--- config.mk ---
export PLATFORM = sky130hd
export DESIGN_NAME = pipe_stage_reg_flat
export DESIGN_NICKNAME = d
export VERILOG_FILES = /design/src/rtl/pipe_stage_reg_if.sv /design/src/rtl/pipe_stage_reg.sv /design/src/flat_wrapper.sv
export SDC_FILE = /design/constraint.sdc
export NUM_CORES = 1
export LEC_CHECK = 0
export BUFFER_PORTS_ARGS = -buffer_cell sky130_fd_sc_hd__buf_2
export CAP_MARGIN = 0
export CORE_AREA = 2 2 196 198
export CTS_CLUSTER_DIAMETER = 100
export DETAILED_ROUTE_END_ITERATION = 16
export DIE_AREA = 0 0 198 200
export GPL_ROUTABILITY_DRIVEN = 0
export PLACE_DENSITY = 0.51
export RECOVER_POWER = 50
export SETUP_SLACK_MARGIN = 0.4
export SLEW_MARGIN = 25
export SYNTH_ARGS = -nofsm -noshare
export SYNTH_HDL_FRONTEND = slang
export SYNTH_SLANG_ARGS = --single-unit
--- constraint.sdc ---
create_clock -name clk -period 2.3 [get_ports clk]
set_clock_uncertainty 0.05 [all_clocks]
set_input_delay 0.23 -clock clk [delete_from_list [all_inputs] [get_ports clk]]
set_output_delay 0.23 -clock clk [all_outputs]
set_load 0.01 [all_outputs]
--- src/rtl/pipe_stage_reg_if.sv ---
// Inter-stage pipeline register bus: upstream control/data in, registered slot and counters out.
// master = the surrounding pipeline, slave = the pipe_stage_reg instance.
interface pipe_stage_reg_if #(
   parameter int DATA_W     = 32,
   parameter int NUM_FIELDS = 5,
   parameter int EXC_W      = 5,
   parameter int CNT_W      = 16
);
   logic                         req;
   logic                         en;
   logic                         bubble;
   logic [DATA_W-1:0]            in_instr;
   logic [DATA_W-1:0]            in_pc;
   logic                         in_bd;
   logic [EXC_W-1:0]             in_exc;
   logic [EXC_W-1:0]             stage_exc;
   logic [NUM_FIELDS*DATA_W-1:0] in_fields;

   logic [DATA_W-1:0]            out_instr;
   logic [DATA_W-1:0]            out_pc;
   logic                         out_bd;
   logic [EXC_W-1:0]             out_exc;
   logic                         out_valid;
   logic [NUM_FIELDS*DATA_W-1:0] out_fields;
   logic [CNT_W-1:0]             hold_cnt;
   logic [CNT_W-1:0]             bubble_cnt;

   modport master (
      output req, en, bubble, in_instr, in_pc, in_bd, in_exc, stage_exc, in_fields,
      input  out_instr, out_pc, out_bd, out_exc, out_valid, out_fields, hold_cnt, bubble_cnt
   );

   modport slave (
      input  req, en, bubble, in_instr, in_pc, in_bd, in_exc, stage_exc, in_fields,
      output out_instr, out_pc, out_bd, out_exc, out_valid, out_fields, hold_cnt, bubble_cnt
   );
endinterface

--- src/rtl/pipe_stage_reg.sv ---
// Pipeline slot register with flush, bubble and hold; 1-cycle latency, all outputs flopped.
// en=0 stalls the slot in place; priority per edge is rst > req > bubble > hold > load.
module pipe_stage_reg #(
   parameter int                DATA_W            = 32,
   parameter int                NUM_FIELDS        = 5,
   parameter int                EXC_W             = 5,
   parameter int                CNT_W             = 16,
   parameter logic [DATA_W-1:0] RESET_PC          = 32'h3000,
   parameter logic [DATA_W-1:0] REQ_PC            = 32'h4180,
   parameter bit                KEEP_PC_ON_BUBBLE = 1'b1
) (
   input  logic             clk,
   input  logic             rst,
   pipe_stage_reg_if.slave  bus
);

   typedef struct packed {
      logic [DATA_W-1:0]            instr;
      logic [DATA_W-1:0]            pc;
      logic                         bd;
      logic [EXC_W-1:0]             exc;
      logic                         valid;
      logic [NUM_FIELDS*DATA_W-1:0] fields;
   } slot_t;

   slot_t            slot_q, slot_d;
   logic [CNT_W-1:0] hold_q, hold_d;
   logic [CNT_W-1:0] bub_q, bub_d;

   always_comb begin
      slot_d = slot_q;
      hold_d = hold_q;
      bub_d  = bub_q;
      if (rst) begin
         slot_d    = '0;
         slot_d.pc = RESET_PC;
         hold_d    = '0;
         bub_d     = '0;
      end else if (bus.req) begin
         slot_d    = '0;
         slot_d.pc = REQ_PC;
      end else if (bus.bubble) begin
         // The nop keeps the faulting slot's PC/BD so CP0 can still compute EPC.
         slot_d = '0;
         if (KEEP_PC_ON_BUBBLE) begin
            slot_d.pc = bus.in_pc;
            slot_d.bd = bus.in_bd;
         end else begin
            slot_d.pc = RESET_PC;
         end
         if (bub_q != '1)
            bub_d = bub_q + 1'b1;
      end else if (!bus.en) begin
         if (hold_q != '1)
            hold_d = hold_q + 1'b1;
      end else begin
         slot_d.instr  = bus.in_instr;
         slot_d.pc     = bus.in_pc;
         slot_d.bd     = bus.in_bd;
         slot_d.exc    = (bus.in_exc != '0) ? bus.in_exc : bus.stage_exc;
         slot_d.valid  = 1'b1;
         slot_d.fields = bus.in_fields;
      end
   end

   always_ff @(posedge clk) begin
      slot_q <= slot_d;
      hold_q <= hold_d;
      bub_q  <= bub_d;
   end

   assign bus.out_instr  = slot_q.instr;
   assign bus.out_pc     = slot_q.pc;
   assign bus.out_bd     = slot_q.bd;
   assign bus.out_exc    = slot_q.exc;
   assign bus.out_valid  = slot_q.valid;
   assign bus.out_fields = slot_q.fields;
   assign bus.hold_cnt   = hold_q;
   assign bus.bubble_cnt = bub_q;

endmodule
--- src/flat_wrapper.sv ---
// flat-port wrapper written by rule: the top's interface ports become plain ports
module pipe_stage_reg_flat 
#(
   parameter int                DATA_W            = 32,
   parameter int                NUM_FIELDS        = 5,
   parameter int                EXC_W             = 5,
   parameter int                CNT_W             = 16,
   parameter logic [DATA_W-1:0] RESET_PC          = 32'h3000,
   parameter logic [DATA_W-1:0] REQ_PC            = 32'h4180,
   parameter bit                KEEP_PC_ON_BUBBLE = 1'b1
)
  (clk, rst, bus_req, bus_en, bus_bubble, bus_in_instr, bus_in_pc, bus_in_bd, bus_in_exc, bus_stage_exc, bus_in_fields, bus_out_instr, bus_out_pc, bus_out_bd, bus_out_exc, bus_out_valid, bus_out_fields, bus_hold_cnt, bus_bubble_cnt);
  pipe_stage_reg_if #(.DATA_W(DATA_W), .NUM_FIELDS(NUM_FIELDS), .EXC_W(EXC_W), .CNT_W(CNT_W)) bus_i ();
  input  logic clk;
  input  logic rst;
  input wire logic [$bits(bus_i.req)-1:0] bus_req;
  input wire logic [$bits(bus_i.en)-1:0] bus_en;
  input wire logic [$bits(bus_i.bubble)-1:0] bus_bubble;
  input wire logic [$bits(bus_i.in_instr)-1:0] bus_in_instr;
  input wire logic [$bits(bus_i.in_pc)-1:0] bus_in_pc;
  input wire logic [$bits(bus_i.in_bd)-1:0] bus_in_bd;
  input wire logic [$bits(bus_i.in_exc)-1:0] bus_in_exc;
  input wire logic [$bits(bus_i.stage_exc)-1:0] bus_stage_exc;
  input wire logic [$bits(bus_i.in_fields)-1:0] bus_in_fields;
  output wire logic [$bits(bus_i.out_instr)-1:0] bus_out_instr;
  output wire logic [$bits(bus_i.out_pc)-1:0] bus_out_pc;
  output wire logic [$bits(bus_i.out_bd)-1:0] bus_out_bd;
  output wire logic [$bits(bus_i.out_exc)-1:0] bus_out_exc;
  output wire logic [$bits(bus_i.out_valid)-1:0] bus_out_valid;
  output wire logic [$bits(bus_i.out_fields)-1:0] bus_out_fields;
  output wire logic [$bits(bus_i.hold_cnt)-1:0] bus_hold_cnt;
  output wire logic [$bits(bus_i.bubble_cnt)-1:0] bus_bubble_cnt;
  assign bus_i.req = bus_req;
  assign bus_i.en = bus_en;
  assign bus_i.bubble = bus_bubble;
  assign bus_i.in_instr = bus_in_instr;
  assign bus_i.in_pc = bus_in_pc;
  assign bus_i.in_bd = bus_in_bd;
  assign bus_i.in_exc = bus_in_exc;
  assign bus_i.stage_exc = bus_stage_exc;
  assign bus_i.in_fields = bus_in_fields;
  assign bus_out_instr = bus_i.out_instr;
  assign bus_out_pc = bus_i.out_pc;
  assign bus_out_bd = bus_i.out_bd;
  assign bus_out_exc = bus_i.out_exc;
  assign bus_out_valid = bus_i.out_valid;
  assign bus_out_fields = bus_i.out_fields;
  assign bus_hold_cnt = bus_i.hold_cnt;
  assign bus_bubble_cnt = bus_i.bubble_cnt;
  pipe_stage_reg #(.DATA_W(DATA_W), .NUM_FIELDS(NUM_FIELDS), .EXC_W(EXC_W), .CNT_W(CNT_W), .RESET_PC(RESET_PC), .REQ_PC(REQ_PC), .KEEP_PC_ON_BUBBLE(KEEP_PC_ON_BUBBLE)) u_core (.clk(clk), .rst(rst), .bus(bus_i));
endmodule
==> results of run 1 <==
sequential cells by signal (all words and copies together) (netlist names):
register,count
u_core.bus.bubble_cnt,16
u_core.bus.hold_cnt,16
u_core.bus.out_bd,1
u_core.bus.out_exc,5
u_core.bus.out_fields,160
u_core.bus.out_instr,32
u_core.bus.out_pc,32
u_core.bus.out_valid,1
per-stage QoR:
stage          setup WS (ps)  total power, mW  hold slack (ps)  area, um^2  std cells
2_1_floorplan            523             5.25              320        9800       1000
3_3_place_gp             416             5.65              386       12800       1959
3_5_place_dp             354             5.66              391       12800       1959
4_1_cts                  379             11.1             3.97       16200       2245
5_1_grt                  239             11.4             33.8       16100       2250
6_report                 334             11.0             25.9       16100       2250
layout by cell type (no fill, tap or decap), types with 7 or more instances in the layout:
master,instances
bufinv_16,7
nor2b_1,8
nor2_1,212
inv_1,8
buf_2,270
dlygate4sd3_1,236
mux2i_1,195
a31oi_1,7
mux2_2,10
clkbuf_1,238
dfxtp_1,262
or4_1,10
nand2_1,72
clkbuf_16,29
buf_4,11
o21ai_0,9
nand3_1,8
o31ai_1,11
a21oi_1,62
timing repair:
action / in CTS / in global routing
resized for setup: 1 / 13
endpoints found under the hold margin: 230 / 0
endpoints found under the setup margin: 5 / 22
buffers inserted: 0 / 5
hold buffers: 236 / 0
pin swaps: 0 / 2
worst reg2reg max path, stage by stage (launching register included):
cell      delay (ps)
dfxtp_1          390
ha_1             240
and3b_1          210
nand2b_1         180
nor4b_2          270
mux2_2           360
cell type report:
| cell class | count | area, um^2 | area share |
|---|---|---|---|
| Clock inverter | 11 | 234 | 0.0146 |
| Tap cell | 511 | 639 | 0.0398 |
| Inverter | 8 | 30.0 | 0.00187 |
| Timing Repair Buffer | 755 | 4770 | 0.297 |
| Multi-Input combinational cell | 663 | 4310 | 0.268 |
| Sequential cell | 263 | 5270 | 0.328 |
| Clock buffer | 39 | 803 | 0.0500 |
cell families after synthesis:
group                    after synthesis
AO/OA/AOI/OAI                         99
adder cells (fa/ha/maj)                2
buffers and inverters                 74
flip-flops                           263
multiplexers                         205
AND/OR/NAND/NOR                      357
path summary, 6_finish.rpt:
path	start	end	slack (ps)
min	rst	u_core.bus.bubble_cnt[6]$_SDFFE_PP0P_	30
max reg2reg	u_core.bus.bubble_cnt[0]$_SDFFE_PP0P_	u_core.bus.bubble_cnt[14]$_SDFFE_PP0P_	500
max	bus_req	u_core.bus.out_fields[22]$_SDFFE_PP0P_	330
min reg2reg	u_core.bus.out_pc[5]$_SDFFE_PP0P_	u_core.bus.out_pc[5]$_SDFFE_PP0P_	400
metal layers:
metal | vias to the layer above | part of all wire | track usage
met5 | - | 0.00038 | 0
met4 | 2 | 0.034 | 0.0588
met3 | 74 | 0.074 | 0.0475
met2 | 358 | 0.49 | 0.294
met1 | 4551 | 0.40 | 0.181
li1 | 4851 | - | -
report_power, final:
group	leakage (nW)	internal [mW]	switching (mW)	total, mW
sequential	2.13	4.65	0.0534	4.70
combinational	4.29	0.649	0.513	1.16
clock	0.508	3.21	1.88	5.09
==> impl_metrics.csv, run 1 <==
group,metric,value,unit
timing,final_max_slew_viol_count,0,
yosys,ys.flop_type,"dfxtp_1",
route,drt_iter0_markers,308,
yosys,synth-adder-area-share,0.00255,
timing,fmax,0.509,GHz
route,wl_per_cell,15.4,um
cells_and_area,nFillCells,3744,
setup_path,cp_cell_sequence,"dlygate4sd3_1, buf_2, clkbuf_1, or3_4, buf_12, nor2_1",
timing,rsz0062_at_grt,"true",
pwr,powerDensity,683,nW/um^2
cts,clock-sinks,263,
floorplan,dieArea,39600,um^2
grt,grt_max_degree,105,
yosys,synth_compound_area_frac,0.0572,
setup_path,slowest_delay,520,ps
yosys,synth_cells,1000,
yosys,syn_area_per_cell,9.80,um^2
yosys,ys_types,39,
grt,grt_pass1_wl,51.4,mm
route,vias,9836,
grt,antenna_found_initial,1,
setup_path,cp_max_fo,100,
outcome,status,"complete, no violations",
cts,cts_buffer_depth,3,
timing,hold_violations,0,
timing,fin_crit_sh,0.855,
route,wl,34.7,mm
cts,cts_tree,"built",
cts,clk_latency,540,ps
yosys,ys_top_cells_by_count,"dfxtp_1 (263), nor2_1 (214), mux2i_1 (195)",
cts,cts_made_buffers,29,
timing,setup-tns-final,0,ps
cts,path_clk_slew,60,ps
pwr,peakVddDrop,0.000499,V
setup_path,worst-path-stages,6,
setup_path,cp-end-kind,"flip-flop",
route,firstDrtPassIters,5,
yosys,ys_ff_latch,263,
yosys,yosysMostFrequentCell,"dfxtp_1",
floorplan,num_io_pins,503,
yosys,yosys.area.top_type_share,0.537,
floorplan,initial_core_util,0.262,
hold_path,min_path_type,"in -> reg",
timing,worstMarginPinSlew,889,ps
cells_and_area,finish.net_count,1962,
yosys,synth_top_family_by_area,"multiplexers",
yosys,synthesis.nets,1242,
floorplan,placementRows,71,
cells_and_area,areaGrowthSynthToFinish,63.7,%
yosys,muxShareOfSynthArea,0.211,
setup_path,reg2reg_depth,5,
timing,layout_min_cycle_time,1970,ps
yosys,ys_top_cells_by_area,"dfxtp_1 (54%), mux2i_1 (20%), nor2_1 (8.2%), a21oi_1 (3.2%), nand2_1 (2.8%)",
timing,setup_viol,0,
route,via_per_inst,4.37,
route,drc_errors,0,
setup_path,critPathKind,"in -> reg",
grt,grtUsageTotal,0.162,
setup_path,path_buf_inv,4,
yosys,synth-simple-area-share,0.162,
floorplan,chipWidth,198,um
cells_and_area,n_antenna_cell,0,
grt,grt_pass1_vias,9800,
yosys,postSynth.asyncResetShare,0,
job,drv_cap,0,
setup_path,cp.arrival,2340,ps
yosys,ys_seq_area_frac,0.537,
setup_path,worst_ep_required_time,2670,ps
yosys,yosysWarnings,0,
setup_path,cp-start-kind,"input port",
floorplan,core_area,37400,um^2
cells_and_area,fin_util,0.429,
placed_design,dp.final_hpwl,23.7,mm
cells_and_area,drive_gt1_frac,0.208,
grt,grt_remaining_overflow,0,
timing,slew_headroom,0.407,
yosys,yosysTopAreaCell,"dfxtp_1",
cts,h-tree-depth,1,
pwr,p_leak,6.93,nW
placed_design,io_buffer_count,502,
yosys,synthesis.area,9800,um^2
setup_path,cp_slowest_cell,"dlygate4sd3_1",
yosys,synth_edf_count,0,
route,ant_nets,0,
cts,root_buffer,"clkbuf_16",
setup_path,cpLargestDelayFamily,"buffers and inverters",
hold_path,min_path_cells,2,
yosys,synth_xor_xnor_area_share,0,
floorplan,die-height,200,um
(Power assumes the default switching activity.)
==> run 2, diff against run 1 <==
--- a/config.mk
+++ b/config.mk
@@ -5,14 +5,15 @@
 export SDC_FILE = /design/constraint.sdc
 export NUM_CORES = 1
 export LEC_CHECK = 0
+export ABC_AREA = 1
 export BUFFER_PORTS_ARGS = -buffer_cell sky130_fd_sc_hd__buf_2
 export CAP_MARGIN = 0
-export CORE_AREA = 2 2 196 198
+export CORE_AREA = 2 2 194 196
 export CTS_CLUSTER_DIAMETER = 100
 export DETAILED_ROUTE_END_ITERATION = 16
-export DIE_AREA = 0 0 198 200
+export DIE_AREA = 0 0 196 198
 export GPL_ROUTABILITY_DRIVEN = 0
-export PLACE_DENSITY = 0.51
+export PLACE_DENSITY = 0.54
 export RECOVER_POWER = 50
 export SETUP_SLACK_MARGIN = 0.4
 export SLEW_MARGIN = 25
==> constraint.sdc (replaced) <==
create_clock -name clk -period 1.6 [get_ports clk]
set_clock_uncertainty 0.05 [all_clocks]
set_input_delay 0.16 -clock clk [delete_from_list [all_inputs] [get_ports clk]]
set_output_delay 0.16 -clock clk [all_outputs]
set_load 0.01 [all_outputs]
==> impl_metrics.csv, run 2 <==
group,metric,value,unit
setup_path,cp.arrival,1810,ps
timing,fin_crit_sh,0.880,
placed_design,io_buffer_count,502,
floorplan,initial_core_util,0.266,
route,vias,11700,
floorplan,chipWidth,196,um
yosys,ys_top_cells_by_area,"dfxtp_1 (54%), nand2_1 (18%), a21oi_1 (11%), nor2_1 (4.9%), buf_6 (2.3%)",
route,drc_errors,0,
grt,grt_pass1_vias,11600,
cells_and_area,n_antenna_cell,0,
setup_path,cpLargestDelayFamily,"simple AND/OR/NAND/NOR gates",
setup_path,cp-start-kind,"flip-flop",
cts,clock-sinks,263,
outcome,status,"complete, no violations",
route,wl,41.5,mm
cells_and_area,fin_util,0.524,
route,firstDrtPassIters,4,
cells_and_area,largest_reg_flops,160,
setup_path,timing.rr.start,"u_core.bus.hold_cnt[1]$_SDFFE_PP0P_",
setup_path,cp-endpoint,"u_core.bus.hold_cnt[3]$_SDFFE_PP0P_",
setup_path,critPathMostFrequentCell,"nand2_8",
yosys,ys_seq_area_frac,0.536,
pwr,powerDensity,837,nW/um^2
cts,cts_buffer_depth,3,
yosys,ys_top_cells_by_count,"nand2_1 (470), dfxtp_1 (263), a21oi_1 (213)",
cells_and_area,nFillCells,3259,
yosys,ys.flop_type,"dfxtp_1",
setup_path,worstSetupStartpoint,"u_core.bus.hold_cnt[1]$_SDFFE_PP0P_",
setup_path,cp_slowest_cell,"dfxtp_4",
setup_path,cp_cell_sequence,"ha_4, nand3_4, inv_4, nand2_8, nand2_8, nand2_8, a21oi_4, nor2_1",
cts,h-tree-depth,1,
yosys,synth_edf_count,0,
yosys,postSynth.asyncResetShare,0,
setup_path,worst-path-stages,8,
floorplan,num_io_pins,503,
cts,clk_latency,560,ps
yosys,ys_types,29,
timing,setup-tns-final,0,ps
cells_and_area,multi_input_area,4370,um^2
grt,grtUsageTotal,0.196,
job,drv_cap,0,
cts,root_buffer,"clkbuf_16",
floorplan,die-height,198,um
timing,fmax,0.711,GHz
grt,grt_max_degree,141,
floorplan,dieArea,38800,um^2
timing,slew_headroom,0.304,
cells_and_area,regArea,5610,um^2
setup_path,path_buf_inv,1,
yosys,synthesis.nets,1530,
cells_and_area,instances_no_fill,2609,
setup_path,cp-end-kind,"flip-flop",
yosys,yosys.area.top_type_share,0.536,
floorplan,core_area,37000,um^2
setup_path,critPathKind,"reg -> reg",
timing,hold_violations,0,
cells_and_area,areaGrowthSynthToFinish,97.2,%
yosys,synth_cells,1288,
setup_path,cp_max_fo,6,
cells_and_area,final_cell_mix,"nand2_1 (454), buf_6 (268), dlygate4sd3_1 (244)",
hold_path,min_path_type,"in -> reg",
pwr,power,16.2,mW
timing,worstMarginPinSlew,1040,ps
timing,rsz0062_at_grt,"true",
setup_path,reg2reg_depth,8,
floorplan,placementRows,71,
route,drt_iter0_markers,430,
route,via_per_inst,4.49,
cells_and_area,mostFrequentLayoutCell,"nand2_1",
timing,setup_viol,0,
setup_path,r2r_setup_slack,190,ps
placed_design,detailed_place.area,12900,um^2
route,ant_nets,0,
timing,final_max_slew_viol_count,0,
grt,grt_remaining_overflow,0,
pwr,peakVddDrop,0.000869,V
yosys,synthesis.area,9820,um^2
cts,path_clk_slew,60,ps
yosys,ys_ff_latch,263,
cells_and_area,finalInstanceArea,19400,um^2
placed_design,dp.final_hpwl,25.6,mm
grt,antenna_found_initial,0,
setup_path,worstReg2RegEnd,"u_core.bus.hold_cnt[3]$_SDFFE_PP0P_",
route,wl_per_cell,15.9,um
yosys,yosysWarnings,0,
cts,cts_tree,"built",
placed_design,dpl.cell_count,2212,
cts,cts_made_buffers,31,
yosys,yosysMostFrequentCell,"nand2_1",
grt,grt_pass1_wl,61.5,mm
cells_and_area,finish.net_count,2353,
yosys,yosysTopAreaCell,"dfxtp_1",
setup_path,worst_ep_required_time,2000,ps
timing,layout_min_cycle_time,1410,ps
cells_and_area,drive_gt1_frac,0.454,
pwr,p_leak,8.44,nW
yosys,syn_area_per_cell,7.62,um^2
setup_path,slowest_delay,390,ps
run 2: cell types whose count changed after synthesis, sizes merged, moves of 6 or more:
cell	change
o31ai	-11
nor2b	-8
inv	+17
nand2	+404
mux2	-10
buf	+16
or4	-10
or3	-6
a21oi	+153
mux2i	-195
nor2	-80
nand3	+15
xnor2	+6
o21ai	+33
run 2: tightest hold or removal path: stages:
cell and delay (ps):
buf_6 130, inv_6 100, nor2_1 120, a21oi_1 80
run 2: stage by stage:
step / hold slack [ps] / worst slack, ps
floorplan: 236 / 243
global placement: 335 / 122
detailed placement: 343 / 128
CTS: -48.1 / 169
global route: 73.2 / 72.9
finish: 39.2 / 193
run 2: timing repair:
action | in CTS | in global routing
hold buffers | 242 | 3
endpoints found under the hold margin | 236 | 7
setup buffers | 44 | 48
pin swaps | 24 | 29
gates resized for setup | 611 | 48
gates cloned | 4 | 0
setup endpoints to repair | 295 | 301
run 2: per-layer routing:
layer  global-route usage  vias up  share of wire
met4               0.0620        0          0.030
met1                0.216     5444           0.38
met5                    0        -              0
met3               0.0458       83          0.063
li1                     -     5778              -
met2                0.371      402           0.53
run 2: area by class of cell:
cell class,count,share of cell area
Timing Repair Buffer,867,0.392
Multi-Input combinational cell,921,0.226
Inverter,27,0.00614
Clock inverter,18,0.0106
Clock buffer,39,0.0448
Sequential cell,263,0.290
Tap cell,474,0.0306
run 2: power by group:
group / internal [mW] / switching, mW / total (mW)
Sequential: 6.68 / 0.120 / 6.80
Combinational: 1.13 / 0.910 / 2.04
Clock: 4.48 / 2.90 / 7.37
run 2: cell families (layout without fill, tap and decap cells):
| group | after synthesis | after routing | share of synthesized area |
|---|---|---|---|
| flops | 263 | 263 | 0.536 |
| xor+xnor | 7 | 7 | 0.00624 |
| buf+inv | 108 | 951 | 0.0585 |
| simple gates | 648 | 652 | 0.263 |
| compound gates | 260 | 260 | 0.134 |
| fa+ha+maj | 2 | 2 | 0.00255 |
run 2: worst min path at each step:
stage / from / endpoint / slack [ps] / depth (start not counted)
3_3_place_gp: bus_in_pc[18] / u_core.bus.out_pc[18]$_SDFFE_PP0P_ / 340 / 3
2_1_floorplan: bus_in_pc[12] / u_core.bus.out_pc[12]$_SDFFE_PP1P_ / 240 / 2
4_1_cts: rst / u_core.bus.hold_cnt[6]$_SDFFE_PP0P_ / -50 / 3
3_5_place_dp: bus_in_pc[13] / u_core.bus.out_pc[13]$_SDFFE_PP1P_ / 340 / 3
6_report: bus_en / u_core.bus.out_exc[1]$_SDFFE_PP0P_ / 40 / 4
5_1_grt: bus_en / u_core.bus.out_exc[1]$_SDFFE_PP0P_ / 70 / 4
==> run 3, diff against run 2 <==
==> constraint.sdc (replaced) <==
create_clock -name clk -period 1.6 [get_ports clk]
set_clock_uncertainty 0.05 [all_clocks]
set_input_delay 0.08 -clock clk [delete_from_list [all_inputs] [get_ports clk]]
set_output_delay 0.08 -clock clk [all_outputs]
set_load 0.01 [all_outputs]
==> impl_metrics.csv, run 3 (same netlist as run 2, synthesis figures left out) <==
group,metric,value,unit
setup_path,cpLargestDelayFamily,"simple AND/OR/NAND/NOR gates",
timing,layout_min_cycle_time,1430,ps
timing,setup_viol,0,
cts,root_buffer,"clkbuf_16",
grt,grt_pass1_wl,59.1,mm
pwr,sw_frac_of_total,0.238,
cts,cts_tree,"built",
cts,clock-sinks,263,
grt,grt_pass1_vias,11200,
timing,final_max_slew_viol_count,0,
placed_design,io_buffer_count,502,
route,drt_iter0_markers,547,
setup_path,worst-path-stages,9,
pwr,p_switching,3.82,mW
pwr,peakVddDrop,0.000819,V
floorplan,die-height,198,um
setup_path,cp.arrival,1860,ps
setup_path,cp-endpoint,"u_core.bus.hold_cnt[7]$_SDFFE_PP0P_",
hold_path,min_path_type,"in -> reg",
pwr,clockPowerShare,0.457,
cts,h-tree-depth,1,
hold_path,min_path_cells,4,
setup_path,worstSetupStartpoint,"u_core.bus.hold_cnt[1]$_SDFFE_PP0P_",
job,drv_cap,0,
setup_path,cp_cell_sequence,"ha_4, nand3_4, inv_4, nand2_8, nand2_8, nand2_8, inv_6, nand2_1, a21oi_1",
timing,hold_violations,0,
cts,clk_latency,560,ps
outcome,status,"complete, no violations",
timing,setup-tns-final,0,ps
pwr,powerDensity,881,nW/um^2
route,vias,11600,
route,wl,40.9,mm
floorplan,num_io_pins,503,
setup_path,critPathMostFrequentCell,"nand2_8",
cts,cts_buffer_depth,3,
setup_path,slowest_delay,380,ps
pwr,p_int,12.2,mW
timing,fmax,0.701,GHz
route,firstDrtPassIters,4,
timing,fin_crit_sh,0.891,
setup_path,cp-start-kind,"flip-flop",
grt,antenna_found_initial,1,
placed_design,dp.final_hpwl,25.8,mm
setup_path,cp_max_fo,6,
grt,grtUsageTotal,0.189,
timing,whs,47.8,ps
setup_path,cp_slowest_cell,"dfxtp_4",
cells_and_area,final_cell_mix,"nand2_1 (452), buf_2 (368), dlygate4sd3_1 (262)",
route,via_per_inst,4.49,
pwr,sequentialPowerShare,0.422,
pwr,p_leak,8.11,nW
setup_path,r2r_setup_slack,170,ps
grt,grt_max_degree,150,
cells_and_area,drive_gt1_frac,0.409,
setup_path,critPathKind,"reg -> reg",
route,wl_per_cell,15.8,um
route,ant_nets,0,
floorplan,core_area,37000,um^2
floorplan,dieArea,38800,um^2
timing,rsz0062_at_grt,"true",
pwr,combPwrFrac,0.121,
setup_path,timing.rr.start,"u_core.bus.hold_cnt[1]$_SDFFE_PP0P_",
placed_design,pre_cts_slack,101,ps
floorplan,initial_core_util,0.266,
floorplan,chipWidth,196,um
cells_and_area,largest_reg_flops,160,
cells_and_area,mostFrequentLayoutCell,"nand2_1",
floorplan,placementRows,71,
cts,cts_made_buffers,30,
grt,grt_remaining_overflow,0,
setup_path,path_buf_inv,2,
cells_and_area,n_antenna_cell,0,
setup_path,reg2reg_depth,9,
timing,worstMarginPinSlew,785,ps
timing,slew_headroom,0.477,
timing,finalWorstSetupSlack,174,ps
setup_path,worst_ep_required_time,2030,ps
cts,path_clk_slew,60,ps
setup_path,worstReg2RegEnd,"u_core.bus.hold_cnt[7]$_SDFFE_PP0P_",
cells_and_area,areaGrowthSynthToFinish,85.5,%
route,drc_errors,0,
cells_and_area,finish.net_count,2326,
setup_path,cp-end-kind,"flip-flop",
run 3: changes by cell type in the layout (fill, tap and decap cells not counted), moves of 18 or more:
cell           delta
dfxtp_1          +52
dfxtp_2          -48
buf_2           +132
buf_4            -33
buf_6           -153
dlygate4sd3_1    +18
run 3: layer usage:
metal	up-vias	wire (um)	track usage
met5	-	13	0
met4	2	1610	0.0735
met3	98	2990	0.0485
met2	443	20400	0.339
met1	5330	15800	0.215
li1	5716	-	-
run 3: what timing repair did:
action	4_1_cts	5_1_grt
hold endpoints to repair	236	0
setup endpoints to repair	141	268
hold buffers	263	0
gates cloned	4	3
pin swaps	23	26
resized for setup	235	218
setup buffers	29	19
run 3: how the worst min path moves through the flow:
stage / startpoint / to
5_1_grt: bus_en / u_core.bus.out_fields[53]$_SDFFE_PP0P_
3_5_place_dp: bus_in_pc[0] / u_core.bus.out_pc[0]$_SDFFE_PP0P_
6_report: bus_en / u_core.bus.out_fields[26]$_SDFFE_PP0P_
2_1_floorplan: bus_in_pc[12] / u_core.bus.out_pc[12]$_SDFFE_PP1P_
4_1_cts: bus_en / u_core.bus.out_fields[26]$_SDFFE_PP0P_
3_3_place_gp: bus_in_pc[18] / u_core.bus.out_pc[18]$_SDFFE_PP0P_
run 3: metrics by stage:
stage	power [mW]	utilization	instances	area, um^2
after floorplan	7.56	-	1288	9940
after global placement	8.17	0.348	2208	12900
after detailed placement	8.18	0.348	2208	12900
after CTS	16.2	0.474	2557	17500
after global routing	16.7	0.493	2579	18200
final	16.1	0.493	2579	18200
run 3: tightest hold or removal path: cells and delay by family:
family | cells | cell delay, ps
AND/OR/NAND/NOR | 1 | 100
buffers and inverters | 2 | 380
AO/OA/AOI/OAI | 1 | 50
run 3: cell type report:
type | instances | area (um^2)
Clock inverter | 10 | 158
Tap cell | 474 | 593
Timing Repair Buffer | 841 | 6520
Fill cell | 3439 | 18700
Clock buffer | 43 | 901
Multi-Input combinational cell | 921 | 4380
Sequential cell | 263 | 5530
Inverter | 27 | 138
run 3: power by group through the flow:
stage	clock, mW	sequential (mW)	combinational (mW)
2_1_floorplan	0	7.00	0.558
3_3_place_gp	0	6.92	1.24
3_5_place_dp	0	6.93	1.25
4_1_cts	7.56	6.76	1.85
5_1_grt	7.82	6.79	2.11
6_report	7.34	6.77	1.94
